[config.mk]
export PLATFORM = sky130hd
export DESIGN_NAME = mem_access_unit
export DESIGN_NICKNAME = d
export VERILOG_FILES = /design/src/rtl/mem_access_unit.sv
export SDC_FILE = /design/constraint.sdc
export NUM_CORES = 1
export LEC_CHECK = 0
export BUFFER_PORTS_ARGS = -buffer_cell sky130_fd_sc_hd__buf_2
export CAP_MARGIN = 20
export CORE_MARGIN = 10
export CORE_UTILIZATION = 38
export CTS_BUF_LIST = sky130_fd_sc_hd__clkbuf_16
export DETAILED_ROUTE_END_ITERATION = 7
export HOLD_SLACK_MARGIN = 0.02
export PLACE_DENSITY = 0.79
export SLEW_MARGIN = 25
export SYNTH_ARGS = -nofsm -noshare
export SYNTH_HDL_FRONTEND = slang
export SYNTH_SLANG_ARGS = --single-unit
[constraint.sdc]
create_clock -name clk -period 1.55 [get_ports clk]
set_input_delay 0.31 -clock clk [delete_from_list [all_inputs] [get_ports clk]]
set_output_delay 0.31 -clock clk [all_outputs]
set_load 0.05 [all_outputs]
[src/rtl/mem_access_unit.sv]
// mem_access_unit: multicycle load/store engine between the control FSM and a
// handshaked, word-organised data memory. It accepts one request per start
// strobe, drives a word-aligned access with byte enables and lane-replicated
// store data, waits for mem_ready, then pulses done with extended load data.
//
// Optional build macro MEM_MISALIGN_TRAP_EN: misaligned word/halfword accesses
// skip the memory and complete at once with err=1. When it is undefined, err is
// tied low and the offending low address bits are ignored.
module mem_access_unit #(
    parameter int unsigned AW = 32,
    parameter int unsigned DW = 32
) (
    input  logic          clk,
    input  logic          reset,
    input  logic          start,
    input  logic [1:0]    memwrite,
    input  logic [1:0]    ltype,
    input  logic          lsigned,
    input  logic [AW-1:0] addr,
    input  logic [DW-1:0] wdata,
    output logic [DW-1:0] rdata,
    output logic          done,
    output logic          busy,
    output logic          err,
    output logic          mem_req,
    output logic          mem_we,
    output logic [3:0]    mem_be,
    output logic [AW-1:0] mem_addr,
    output logic [DW-1:0] mem_wdata,
    input  logic [DW-1:0] mem_rdata,
    input  logic          mem_ready
);

    typedef enum logic [1:0] {StIdle, StReq, StResp} state_t;
    typedef enum logic [1:0] {SzWord, SzHalf, SzByte} size_t;

    state_t          state_q, state_d;
    size_t           sz_n;
    size_t           lsz_q;
    logic            lsigned_q;
    logic [1:0]      off_q;
    logic            load_q;
    logic            mem_we_q;
    logic [3:0]      mem_be_q, be_n;
    logic [AW-1:0]   mem_addr_q;
    logic [DW-1:0]   mem_wdata_q, wdata_n;
    logic [DW-1:0]   rdata_q, load_ext;
    logic            trap_n;
`ifdef MEM_MISALIGN_TRAP_EN
    logic            err_q;
`endif

    // Decode the incoming request: access size, byte enables, store data lanes.
    always_comb begin
        sz_n    = SzWord;
        be_n    = 4'b1111;
        wdata_n = wdata;
        trap_n  = 1'b0;
        if (memwrite == 2'b00) begin
            unique case (ltype)
                2'b01:   sz_n = SzHalf;
                2'b10:   sz_n = SzByte;
                default: sz_n = SzWord;  // 11 reserved, treated as word
            endcase
        end else begin
            unique case (memwrite)
                2'b10:   sz_n = SzHalf;
                2'b11:   sz_n = SzByte;
                default: sz_n = SzWord;
            endcase
            unique case (sz_n)
                SzHalf: begin
                    be_n    = addr[1] ? 4'b1100 : 4'b0011;
                    wdata_n = {2{wdata[15:0]}};
                end
                SzByte: begin
                    be_n    = 4'b0001 << addr[1:0];
                    wdata_n = {4{wdata[7:0]}};
                end
                default: begin
                    be_n    = 4'b1111;
                    wdata_n = wdata;
                end
            endcase
        end
`ifdef MEM_MISALIGN_TRAP_EN
        trap_n = ((sz_n == SzWord) && (addr[1:0] != 2'b00)) ||
                 ((sz_n == SzHalf) && addr[0]);
`endif
    end

    // Select the addressed lane of the returned word and extend it.
    always_comb begin
        load_ext = mem_rdata;
        unique case (lsz_q)
            SzHalf: begin
                load_ext = off_q[1] ? {{16{lsigned_q & mem_rdata[31]}}, mem_rdata[31:16]}
                                    : {{16{lsigned_q & mem_rdata[15]}}, mem_rdata[15:0]};
            end
            SzByte: begin
                unique case (off_q)
                    2'b00:   load_ext = {{24{lsigned_q & mem_rdata[7]}},  mem_rdata[7:0]};
                    2'b01:   load_ext = {{24{lsigned_q & mem_rdata[15]}}, mem_rdata[15:8]};
                    2'b10:   load_ext = {{24{lsigned_q & mem_rdata[23]}}, mem_rdata[23:16]};
                    default: load_ext = {{24{lsigned_q & mem_rdata[31]}}, mem_rdata[31:24]};
                endcase
            end
            default: load_ext = mem_rdata;
        endcase
    end

    // Next-state logic for the IDLE -> REQ -> RESP handshake.
    always_comb begin
        state_d = state_q;
        unique case (state_q)
            StIdle: begin
                if (start) begin
                    state_d = trap_n ? StResp : StReq;
                end
            end
            StReq: begin
                if (mem_ready) begin
                    state_d = StResp;
                end
            end
            StResp:  state_d = StIdle;
            default: state_d = StIdle;
        endcase
    end

    // State and request registers; request fields only load when a start is accepted.
    always_ff @(posedge clk) begin
        if (reset) begin
            state_q     <= StIdle;
            lsz_q       <= SzWord;
            lsigned_q   <= 1'b0;
            off_q       <= 2'b00;
            load_q      <= 1'b0;
            mem_we_q    <= 1'b0;
            mem_be_q    <= 4'b0000;
            mem_addr_q  <= '0;
            mem_wdata_q <= '0;
            rdata_q     <= '0;
`ifdef MEM_MISALIGN_TRAP_EN
            err_q       <= 1'b0;
`endif
        end else begin
            state_q <= state_d;
            if ((state_q == StIdle) && start) begin
                lsz_q       <= sz_n;
                lsigned_q   <= lsigned;
                off_q       <= addr[1:0];
                load_q      <= (memwrite == 2'b00);
                mem_we_q    <= (memwrite != 2'b00);
                mem_be_q    <= be_n;
                mem_addr_q  <= {addr[AW-1:2], 2'b00};
                mem_wdata_q <= wdata_n;
`ifdef MEM_MISALIGN_TRAP_EN
                err_q       <= trap_n;
`endif
            end
            if ((state_q == StReq) && mem_ready && load_q) begin
                rdata_q <= load_ext;
            end
        end
    end

    assign mem_req   = (state_q == StReq);
    assign busy      = (state_q == StReq);
    assign done      = (state_q == StResp);
    assign mem_we    = mem_we_q;
    assign mem_be    = mem_be_q;
    assign mem_addr  = mem_addr_q;
    assign mem_wdata = mem_wdata_q;
    assign rdata     = rdata_q;
`ifdef MEM_MISALIGN_TRAP_EN
    assign err       = done & err_q;
`else
    assign err       = 1'b0;
`endif

endmodule

### Word level (Yosys, flattened, before mapping)

Cells that the tools add are included.

| word-level totals | value |
|---|---|
| output and inout port bits | 105 |
| word-level logic and storage cells | 52 |
| bits in registers | 107 |
| bits of input ports | 105 |

| cells by class | value |
|---|---|
| shifts and indexed selects | 1 |
| reduce and logical (&&, ||, !) cells | 8 |
| bitwise operators | 4 |
| multiplexer cells | 15 |
| equality and inequality tests | 14 |

Operators with widths:

| operator | count |
|---|---|
| case mux 32 bit (2 select lines) | 2 |
| case mux 32 bit (3 select lines) | 1 |
| 2-to-1 mux 32 bit | 2 |
| equality test 2 bit (second input constant) | 7 |
| case mux 2 bit (2 select lines) | 3 |
| equality test 2 x 1 -> 1 bit (second input constant) | 5 |
| 2-to-1 mux 2 bit | 4 |
| 2-to-1 mux 4 bit | 2 |
| case mux 4 bit (2 select lines) | 1 |
| logical NOT 2 bit | 3 |
| bitwise AND 1 bit | 4 |
| << shifter 1 x 2 -> 4 bit (first input constant) | 1 |
| logical AND 1 bit | 3 |
| != test 2 x 1 -> 1 bit (second input constant) | 1 |
| != test 2 bit (second input constant) | 1 |
| AND reduction 2 bit | 1 |
| nonzero test 2 bit | 1 |

### Longest topological paths before layout

Gate-level depths: netlist of the first run.

| depth | value |
|---|---|
| depth after elaboration | 6 |
| mapped depth | 7 |

### Worst setup path after synthesis of the first run

No wires, ideal clock.

| timing | value |
|---|---|
| path type | register to output |
| from | reg state_q[0] |
| to | out mem_req |
| required time | 1240 ps |
| path slack | -280 ps |
| data arrival time | 1520 ps |
| buffers on the path | 1 |
| stages on the path, launching flop included | 3 |
| cells stage by stage | dfxtp_1 nor2b_1 buf_4 |

| on the way | value |
|---|---|
| cells in the longest elaborated chain, start to end | 1 |

RTL lines:

| item | line | RTL |
|---|---|---|
| from (decl) | 37 | `state_t state_q, state_d;` |
| from (signal assigned) | 134 | `state_q <= StIdle;` |
| from (signal assigned) | 148 | `state_q <= state_d;` |
| equality test 2 x 1 -> 1 bit | -- |  |
| to (decl) | 25 | `output logic mem_req,` |

Every way passes these cells.

### Worst setup path in the final report of the first run

| timing | value |
|---|---|
| from | reg state_q[1] |
| to | reg rdata_q[23] (netlist: rdata[23]) |

| on the way | value |
|---|---|
| cells in the longest elaborated chain, start to end | 3 |

RTL lines:

| item | line | RTL |
|---|---|---|
| equality test 2 x 1 -> 1 bit | 162 | `if ((state_q == StReq) && mem_ready && load_q) begin` |
| logical AND 1 bit (2 in a row) | 162 |  |
| to (signal assigned) | 163 | `rdata_q <= load_ext;` |
| to (decl) | 47 | `logic [DW-1:0] rdata_q, load_ext;` |

Every way passes these cells.
A chain may end at the register's enable or synchronous reset.

==> flow_summary.toml, run 1 <==
[run_status]
status = "finished clean"

[power_and_ir_drop]
power_frac_comb_pct = 24.3
switchingPower_mw = 2.31
power_frac_clock_pct = 33.7
powerDensity_mw_per_mm2 = 1030
internal-power_mw = 4.78
netSwitchingFraction_pct = 32.6
ir_drop_uv = 709
power_leakage_nw = 3.03
power_frac_seq_pct = 42.0

[clock_tree]
clk_pin_slew_worst_paths_ns = 0.08
h-tree-depth = 3
numCtsBuffers = 9
clock_tree.buffer_depth = 2
cts_root_buf = "clkbuf_16"
clkLatencyLatePin_ns = 0.36
cts_sinks = 107
cts_tree = "built"

[layout]
postLayoutCellArea_sq_mm = 0.00685
fillers = 1181
final_cell_mix = "buf_2, nand2_1, dfxtp_1, a21oi_1, mux2i_1"
final_common_cell = "buf_2"
ff_latch_area_sq_mm = 0.00215
area_growth_pct = 38.9
finish.utilization_pct = 54.1
nets = 884
multi_input_area_sq_mm = 0.00259
layout-drive-gt1-share_pct = 38.5
fin_cells = 956

[synthesis]
netlist_instances = 575
yosys.area.top_type = "dfxtp_1"
synth_top_area_share_pct = 43.4
avgSynthCellArea_sq_um = 8.58
synth_area_leaders = "dfxtp_1, mux2i_1, nand2_1"
synth.distinct_cells = 40
ys.warnings.count = 0
ys_seq_elements = 107
syn_area_sq_mm = 0.00493
yosysSeqAreaShare_pct = 43.4

[worst_setup_path]
critical_path_class = "flop to flop"
r2r-end = "rdata[23]$_SDFFE_PP0P_"
reg2reg_from = "state_q[1]$_SDFFE_PP0P_"
end_kind = "flop"
critical_path_required_ns = 1.84
crit_arrival_ns = 1.82
worstSetupStartpoint = "state_q[1]$_SDFFE_PP0P_"
r2r_slack_ns = 0.01
worstSetupStartpointType = "flop"
crit_path_end = "rdata[23]$_SDFFE_PP0P_"
crit_fanout = 16
ff2ff_path_depth = 4

[job]
maxCapViolations = 0

[timing]
fin_crit_ns = 1.54
fin_tns_setup_ns = 0
rsz0062_at_grt = "yes"
maxSlewViolCount = 0
post-route-period-util_pct = 99.1
slew_headroom_pct = 66.6
finalHoldViolCount = 0
fmax_ghz = 0.651
setup_viol = 0
skew_ns = 0.00562
worst-slew-pin-transition_ns = 0.502

[grt]
grt_pass1_vias = 4748
grt_first_pass_wirelength_um = 25100
antenna_found_initial = 2
grt_usage_pct = 17.2
overflow = 0
grt_start_max_net_pins = 108

[drt]
first_pass_iters = 4
drtIter0Drc = 297
wl_per_cell_um = 17.4
vias = 4935
route.detailed.drc = 0
post_drt_via_cell_ratio = 5.16
routed_wl_um = 16600
ant_nets = 0

[floorplan]
num_rows = 41
pin_count = 210
coreArea_sq_mm = 0.0127
die_x_um = 134
initial_utilization_pct = 38.9
fp.dieH_um = 134
dieArea_sq_mm = 0.0179

[place]
dpl_cell_area_sq_mm = 0.00628
hpwl_um = 11900
port_buffers = 206
dp_cells = 927
routabilityCongestion = 0.870

[worst_hold_path]
hold_path_class = "input pin to flop"
==> cells by family (layout without fill, tap and decap cells) <==
kind of cell / after synthesis / in the layout / synth area share [%]
other: 1 / 5 / 0.0760
buffers and inverters: 63 / 268 / 5.89
muxes: 51 / 51 / 10.6
DFF: 107 / 107 / 43.4
and+or+nand+nor: 208 / 208 / 19.0
adders and majority gates: 2 / 2 / 0.507
AOI/OAI and AO/OA: 143 / 143 / 20.5
==> what timing repair did <==
item,4_1_cts,5_1_grt
endpoints found under the setup margin,25,71
endpoints found under the hold margin,0,0
hold buffers,0,0
resized for setup,5,21
cloned,1,3
pin swaps,0,7
setup buffers,0,7
==> cells in the mapped netlist <==
master and count:
nand4b_1 1, nor2b_1 5, clkbuf_1 32, nor4b_1 1, nand2_1 110, nand3_1 9
a211o_1 8, conb_1 1, and2b_1 1, and2_1 16, buf_1 2, and3b_1 3
or2_0 1, a21oi_1 63, a2bb2oi_2 1, o211ai_1 15, buf_4 6, mux2i_1 42
mux2_1 5, nor3_1 2, a311oi_1 24, nand2b_1 13, a2bb2oi_1 2, o22ai_2 10
a2111oi_0 1, ha_1 2, or3_1 1, or4b_1 1, buf_2 19, o22ai_1 6
dfxtp_1 107, buf_6 1, a221oi_1 1, and4b_1 1, mux2_2 4, nor2_1 40
or3b_1 1, nor3b_1 2, inv_1 3, a211oi_1 12
==> critical path: stages, from the launching register on <==
cell and delay [ns]:
dfxtp_2 0.34, nand4b_1 0.23, or4b_4 0.57, buf_12 0.18, o22ai_2 0.14
==> stage by stage <==
| step | hold WS, ns | total power, mW | setup WS (ns) |
|---|---|---|---|
| floorplan | 0.445 | 4.12 | 0.00157 |
| global placement | 0.439 | 4.60 | -0.0110 |
| detailed placement | 0.443 | 4.62 | -0.0470 |
| CTS | 0.170 | 7.01 | -0.0203 |
| global route | 0.187 | 7.38 | -0.0491 |
| finish | 0.180 | 7.08 | 0.0145 |
==> power groups by stage <==
| stage | clock [mW] | combinational, mW | sequential, mW |
|---|---|---|---|
| 6_report | 2.39 | 1.72 | 2.97 |
| 5_1_grt | 2.55 | 1.84 | 2.99 |
| 4_1_cts | 2.42 | 1.62 | 2.97 |
| 3_5_place_dp | 0 | 1.59 | 3.04 |
| 3_3_place_gp | 0 | 1.57 | 3.03 |
| 2_1_floorplan | 0 | 0.622 | 3.50 |
==> registers in the layout (all words and copies together) (netlist names) <==
name	cells
mem_be	4
rdata	32
off_q	2
mem_we	1
mem_addr	30
state_q	2
lsz_q	2
load_q	1
lsigned_q	1
mem_wdata	32
==> layer usage <==
layer	routed length [um]	GRT usage [%]	up-vias
li1	-	-	2416
met1	6580	19.3	2305
met2	7830	27.3	193
met3	1880	8.18	21
met4	348	7.44	0
met5	0	0	-
==> final cells by class <==
class	instances	share of cell area, %
sequential	107	31.4
clock inverter	7	1.17
timing repair buffer	249	23.0
inverter	3	0.164
multi-input combinational	407	37.8
antenna	2	0.0730
tap	172	3.14
clock buffer	9	3.29
==> worst min path at each step <==
stage	end	slack (ns)	startpoint	cells after the start
final	mem_addr[8]$_SDFFE_PP0P_	0.18	addr[8]	3
after global routing	mem_addr[26]$_SDFFE_PP0P_	0.19	addr[26]	3
after CTS	mem_addr[8]$_SDFFE_PP0P_	0.17	addr[8]	3
after detailed placement	mem_addr[19]$_SDFFE_PP0P_	0.44	mem_addr[19]$_SDFFE_PP0P_	2
after global placement	mem_addr[19]$_SDFFE_PP0P_	0.44	mem_addr[19]$_SDFFE_PP0P_	2
after floorplan	load_q$_SDFFE_PP0P_	0.45	load_q$_SDFFE_PP0P_	2
Note: power is estimated with default switching activity, not from simulation.
==> run 2: changes to the inputs <==
--- a/config.mk
+++ b/config.mk
@@ -7,12 +7,13 @@
 export LEC_CHECK = 0
 export BUFFER_PORTS_ARGS = -buffer_cell sky130_fd_sc_hd__buf_2
 export CAP_MARGIN = 20
-export CORE_MARGIN = 10
+export CORE_MARGIN = 2
 export CORE_UTILIZATION = 38
 export CTS_BUF_LIST = sky130_fd_sc_hd__clkbuf_16
 export DETAILED_ROUTE_END_ITERATION = 7
 export HOLD_SLACK_MARGIN = 0.02
 export PLACE_DENSITY = 0.79
+export SKIP_LAST_GASP = 1
 export SLEW_MARGIN = 25
 export SYNTH_ARGS = -nofsm -noshare
 export SYNTH_HDL_FRONTEND = slang
==> constraint.sdc (replaced) <==
create_clock -name clk -period 1.55 [get_ports clk]
set_input_delay 0.31 -clock clk [delete_from_list [all_inputs] [get_ports clk]]
set_output_delay 0.31 -clock clk [all_outputs]
set_load 0.01 [all_outputs]
==> run 2 against run 1 <==
Critical endpoint is now rdata[17]$_SDFFE_PP0P_. Register-to-register slack worse by 0.04 ns. Clock power is 3% lower. Via count is 1.2% lower. The run now ends with negative setup slack left. Core utilization is 1.1 points lower. Largest cell class unchanged. Largest power group unchanged. Non-clock buffer count is 8 lower.
==> flow_summary.toml, run 2 (synthesis results as in run 1) <==
[power_and_ir_drop]
finalPower_mw = 6.52
ir_drop_uv = 716
power_leakage_nw = 2.96
powerDensity_mw_per_mm2 = 971

[worst_setup_path]
reg2reg_from = "lsz_q[0]$_SDFFE_PP0P_"
critical_path_class = "flop to flop"
r2r-end = "rdata[17]$_SDFFE_PP0P_"
end_kind = "flop"
r2r_slack_ns = -0.02
crit_arrival_ns = 1.84
worstSetupStartpointType = "flop"
critical_path_required_ns = 1.82
ff2ff_path_depth = 5
crit_fanout = 16

[floorplan]
pin_count = 210
num_rows = 41
coreArea_sq_mm = 0.0127
fp.dieH_um = 118
dieArea_sq_mm = 0.0139
die_x_um = 118
initial_utilization_pct = 38.9

[clock_tree]
postCtsHoldBufs = 0
cts_setup_buffers = 0
clkLatencyLatePin_ns = 0.35
h-tree-depth = 3
cts_root_buf = "clkbuf_16"
cts_tree = "built"
clock_tree.buffer_depth = 2
cts_sinks = 107
clk_pin_slew_worst_paths_ns = 0.07
numCtsBuffers = 9

[timing]
fmax_ghz = 0.637
fin_crit_ns = 1.57
maxSlewViolCount = 0
skew_ns = 0.00840
rsz0062_at_grt = "yes"
layout_setup_ws_ns = -0.0206
finalHoldViolCount = 0
whs_ns = 0.193
setup_viol = 4
post-route-period-util_pct = 101

[grt]
grt_usage_pct = 20.6
grt_start_max_net_pins = 74
antenna_found_initial = 1
grt_first_pass_wirelength_um = 23300
overflow = 0
grt_pass1_vias = 4644

[layout]
fin_cells = 945
ff_latch_area_sq_mm = 0.00215
area_growth_pct = 36.1
antenna_cells = 0
nets = 876
fillers = 1176
multi_input_area_sq_mm = 0.00260
layout-drive-gt1-share_pct = 37.5
final_cell_mix = "buf_2, nand2_1, dfxtp_1, a21oi_1"
finish.utilization_pct = 53.0
final_common_cell = "buf_2"

[run_status]
violations = "negative setup slack"
status = "finished with violations"

[place]
dp_cells = 928
hpwl_um = 10600
routabilityCongestion = 0.865
port_buffers = 206
post-place-ws_ns = -0.0707

[worst_hold_path]
holdPathStages = 3
min_to = "mem_addr[17]$_SDFFE_PP0P_"
hold_path_class = "input pin to flop"
hp-start = "addr[17]"

[drt]
drtIter0Drc = 264
first_pass_iters = 4
post_drt_via_cell_ratio = 5.16
wl_per_cell_um = 15.6
routed_wl_um = 14700
ant_nets = 0
vias = 4877
route.detailed.drc = 0

[job]
maxCapViolations = 0
==> run 2: how the worst max path moves through the flow <==
| stage | from | endpoint | slack [ns] | cells past startpoint |
|---|---|---|---|---|
| 6_report | lsz_q[0]$_SDFFE_PP0P_ | rdata[17]$_SDFFE_PP0P_ | -0.02 | 5 |
| 5_1_grt | lsz_q[0]$_SDFFE_PP0P_ | rdata[29]$_SDFFE_PP0P_ | -0.05 | 5 |
| 4_1_cts | state_q[1]$_SDFFE_PP0P_ | rdata[17]$_SDFFE_PP0P_ | -0.03 | 4 |
| 3_5_place_dp | mem_ready | rdata[17]$_SDFFE_PP0P_ | -0.07 | 5 |
| 3_3_place_gp | mem_ready | rdata[29]$_SDFFE_PP0P_ | -0.02 | 5 |
| 2_1_floorplan | lsz_q[0]$_SDFFE_PP0P_ | rdata[21]$_SDFFE_PP0P_ | 0.002 | 6 |
==> run 2: power breakdown <==
group / internal (mW) / switching, mW / total (mW)
sequential: 2.90 / 0.0801 / 2.98
clock: 1.27 / 1.06 / 2.32
combinational: 0.557 / 0.665 / 1.22
total: 4.72 / 1.80 / 6.52
==> run 2: timing repair <==
item	CTS	global route
gates cloned	1	1
setup endpoints to repair	24	45
resized for setup	5	18
pin swaps	1	2
==> run 2: layout make-up <==
cell class / instances / area share [%]
Sequential cell: 107 / 32.0
Timing Repair Buffer: 241 / 21.5
Clock buffer: 9 / 3.35
Inverter: 3 / 0.168
Clock inverter: 6 / 1.06
Tap cell: 172 / 3.21
Multi-Input combinational cell: 407 / 38.7
==> run 2: through the flow <==
step           cell area [sq um]  TNS (ns)
6_report                    6710   -0.0293
5_1_grt                     6710    -0.530
4_1_cts                     6610   -0.0773
3_5_place_dp                6270    -0.671
3_3_place_gp                6270    -0.156
2_1_floorplan               4970         0
==> run 2: metal layers <==
layer | routed length [um] | vias up | global-route usage, %
li1 | - | 2403 | -
met1 | 6130 | 2224 | 25.8
met2 | 6950 | 228 | 33.3
met3 | 1340 | 20 | 7.17
met4 | 299 | 2 | 6.63
met5 | 16 | - | 0
==> run 2: critical path: stages, from the launching register on <==
cell and delay [ns]:
dfxtp_2 0.35, inv_2 0.05, ha_4 0.26, or4b_4 0.50
buf_12 0.17, o22ai_1 0.16
==> run 3: changes to the inputs <==
--- a/config.mk
+++ b/config.mk
@@ -8,13 +8,14 @@
 export BUFFER_PORTS_ARGS = -buffer_cell sky130_fd_sc_hd__buf_2
 export CAP_MARGIN = 20
 export CORE_MARGIN = 2
-export CORE_UTILIZATION = 38
+export CORE_UTILIZATION = 43
 export CTS_BUF_LIST = sky130_fd_sc_hd__clkbuf_16
 export DETAILED_ROUTE_END_ITERATION = 7
 export HOLD_SLACK_MARGIN = 0.02
-export PLACE_DENSITY = 0.79
+export PLACE_DENSITY = 0.86
 export SKIP_LAST_GASP = 1
 export SLEW_MARGIN = 25
 export SYNTH_ARGS = -nofsm -noshare
 export SYNTH_HDL_FRONTEND = slang
 export SYNTH_SLANG_ARGS = --single-unit
+export TNS_END_PERCENT = 50
==> run 3 against run 2 <==
The run still ends with negative setup slack left. Critical path type unchanged. Combinational power about the same. Core utilization up 6.0 points. Highest routed layer is now met4. Largest power group unchanged. First-iteration DRC count up 33%.
==> flow_summary.toml, run 3 (synthesis results as in run 1) <==
[run_status]
status = "finished with violations"
violations = "negative setup slack"

[floorplan]
dieArea_sq_mm = 0.0123
die_x_um = 111
fp.dieH_um = 111
initial_utilization_pct = 43.6
num_rows = 39
coreArea_sq_mm = 0.0113
pin_count = 210

[grt]
grt_first_pass_wirelength_um = 22400
grt_pass1_vias = 4593
overflow = 0
antenna_found_initial = 0
grt_usage_pct = 22.5
grt_start_max_net_pins = 108

[worst_setup_path]
crit_fanout = 16
worstSetupStartpointType = "flop"
critical_path_required_ns = 1.82
crit_arrival_ns = 1.86
critical_path_class = "flop to flop"
end_kind = "flop"

[place]
post-place-ws_ns = -0.0604
hpwl_um = 10000
routabilityCongestion = 0.893
port_buffers = 206

[timing]
fin_tns_setup_ns = -0.0902
post-route-period-util_pct = 102
fmax_ghz = 0.631
finalHoldViolCount = 0
rsz0062_at_grt = "yes"
fin_crit_ns = 1.58
setup_viol = 9
layout_setup_ws_ns = -0.0338
maxSlewViolCount = 0
skew_ns = 0.00952

[worst_hold_path]
hold_path_class = "input pin to flop"

[drt]
post_drt_via_cell_ratio = 5.38
ant_nets = 0
vias = 4926
route.detailed.drc = 0
wl_per_cell_um = 15.9
routed_wl_um = 14600
drtIter0Drc = 352
first_pass_iters = 5

[clock_tree]
cts_root_buf = "clkbuf_16"
postCtsHoldBufs = 0
cts_sinks = 107
cts_tree = "built"
numCtsBuffers = 9
h-tree-depth = 3
clkLatencyLatePin_ns = 0.35
clock_tree.buffer_depth = 2
clk_pin_slew_worst_paths_ns = 0.07

[layout]
ff_latch_area_sq_mm = 0.00215
layout-drive-gt1-share_pct = 37.1
nets = 875
antenna_cells = 0
fillers = 1004
multi_input_area_sq_mm = 0.00255
final_common_cell = "buf_2"
final_cell_mix = "buf_2, nand2_1, dfxtp_1, a21oi_1, mux2i_1"
area_growth_pct = 35.3

[power_and_ir_drop]
power_leakage_nw = 2.94
ir_drop_uv = 753
powerDensity_mw_per_mm2 = 1000

[job]
maxCapViolations = 0
==> run 3: cell types whose count changed in the layout (fill, tap and decap cells not counted), moves of 2 or more <==
cell        delta
clkinvlp_4     +3
buf_4          -4
mux2i_1        +3
dfxtp_1        -2
dfxtp_2        +2
inv_6          -2
mux2i_2        -3
==> run 3: critical path, stage by stage, from the launching register on <==
cell     delay (ns)
dfxtp_2        0.35
inv_2          0.05
ha_4           0.26
or4b_4         0.50
buf_12         0.17
o22ai_2        0.16
==> run 3: final timing paths <==
path	startpoint	to	slack, ns	cells past startpoint
hold / removal	addr[5]	mem_addr[5]$_SDFFE_PP0P_	0.19	3
setup / recovery	lsz_q[0]$_SDFFE_PP0P_	rdata[18]$_SDFFE_PP0P_	-0.03	5
hold reg to reg	mem_addr[16]$_SDFFE_PP0P_	mem_addr[16]$_SDFFE_PP0P_	0.45	2
setup reg to reg	lsz_q[0]$_SDFFE_PP0P_	rdata[18]$_SDFFE_PP0P_	-0.03	5
==> run 3: power breakdown <==
group	internal, mW	switching, mW	leakage [nW]
combinational	0.546	0.656	1.92
sequential	2.90	0.0799	0.878
clock	1.43	1.07	0.146
total	4.87	1.81	2.94
==> run 3: cell type report <==
class | instances | share of cell area (%)
repair buffers | 240 | 21.8
well taps | 143 | 2.68
clock inverters | 7 | 1.52
multi-input cells | 407 | 38.3
inverters | 3 | 0.169
flip-flops and latches | 107 | 32.2
clock buffers | 9 | 3.37
==> run 3: repair_timing <==
item	in CTS	in global routing
buffers inserted	1	4
pin swaps	0	2
gates cloned	0	4
endpoints found under the setup margin	27	60
gates resized for setup	7	13
==> run 3: metrics by stage <==
stage,area (sq um),util [%],instances,power (mW),hold slack [ns]
floorplan,4970,-,577,3.69,0.445
global placement,6180,54.6,891,4.14,0.438
detailed placement,6180,54.6,891,4.16,0.443
CTS,6540,57.8,908,6.68,0.170
global route,6680,59.0,916,6.99,0.179
finish,6680,59.0,916,6.68,0.187
==> run 3: routing by layer <==
metal  vias to the layer above  wire, um  global-route usage [%]
met4                         0       369                    8.89
met3                        33      1380                    8.09
met5                         -         0                       0
met1                      2273      5810                    26.5
met2                       226      7000                    37.3
li1                       2394         -                       -
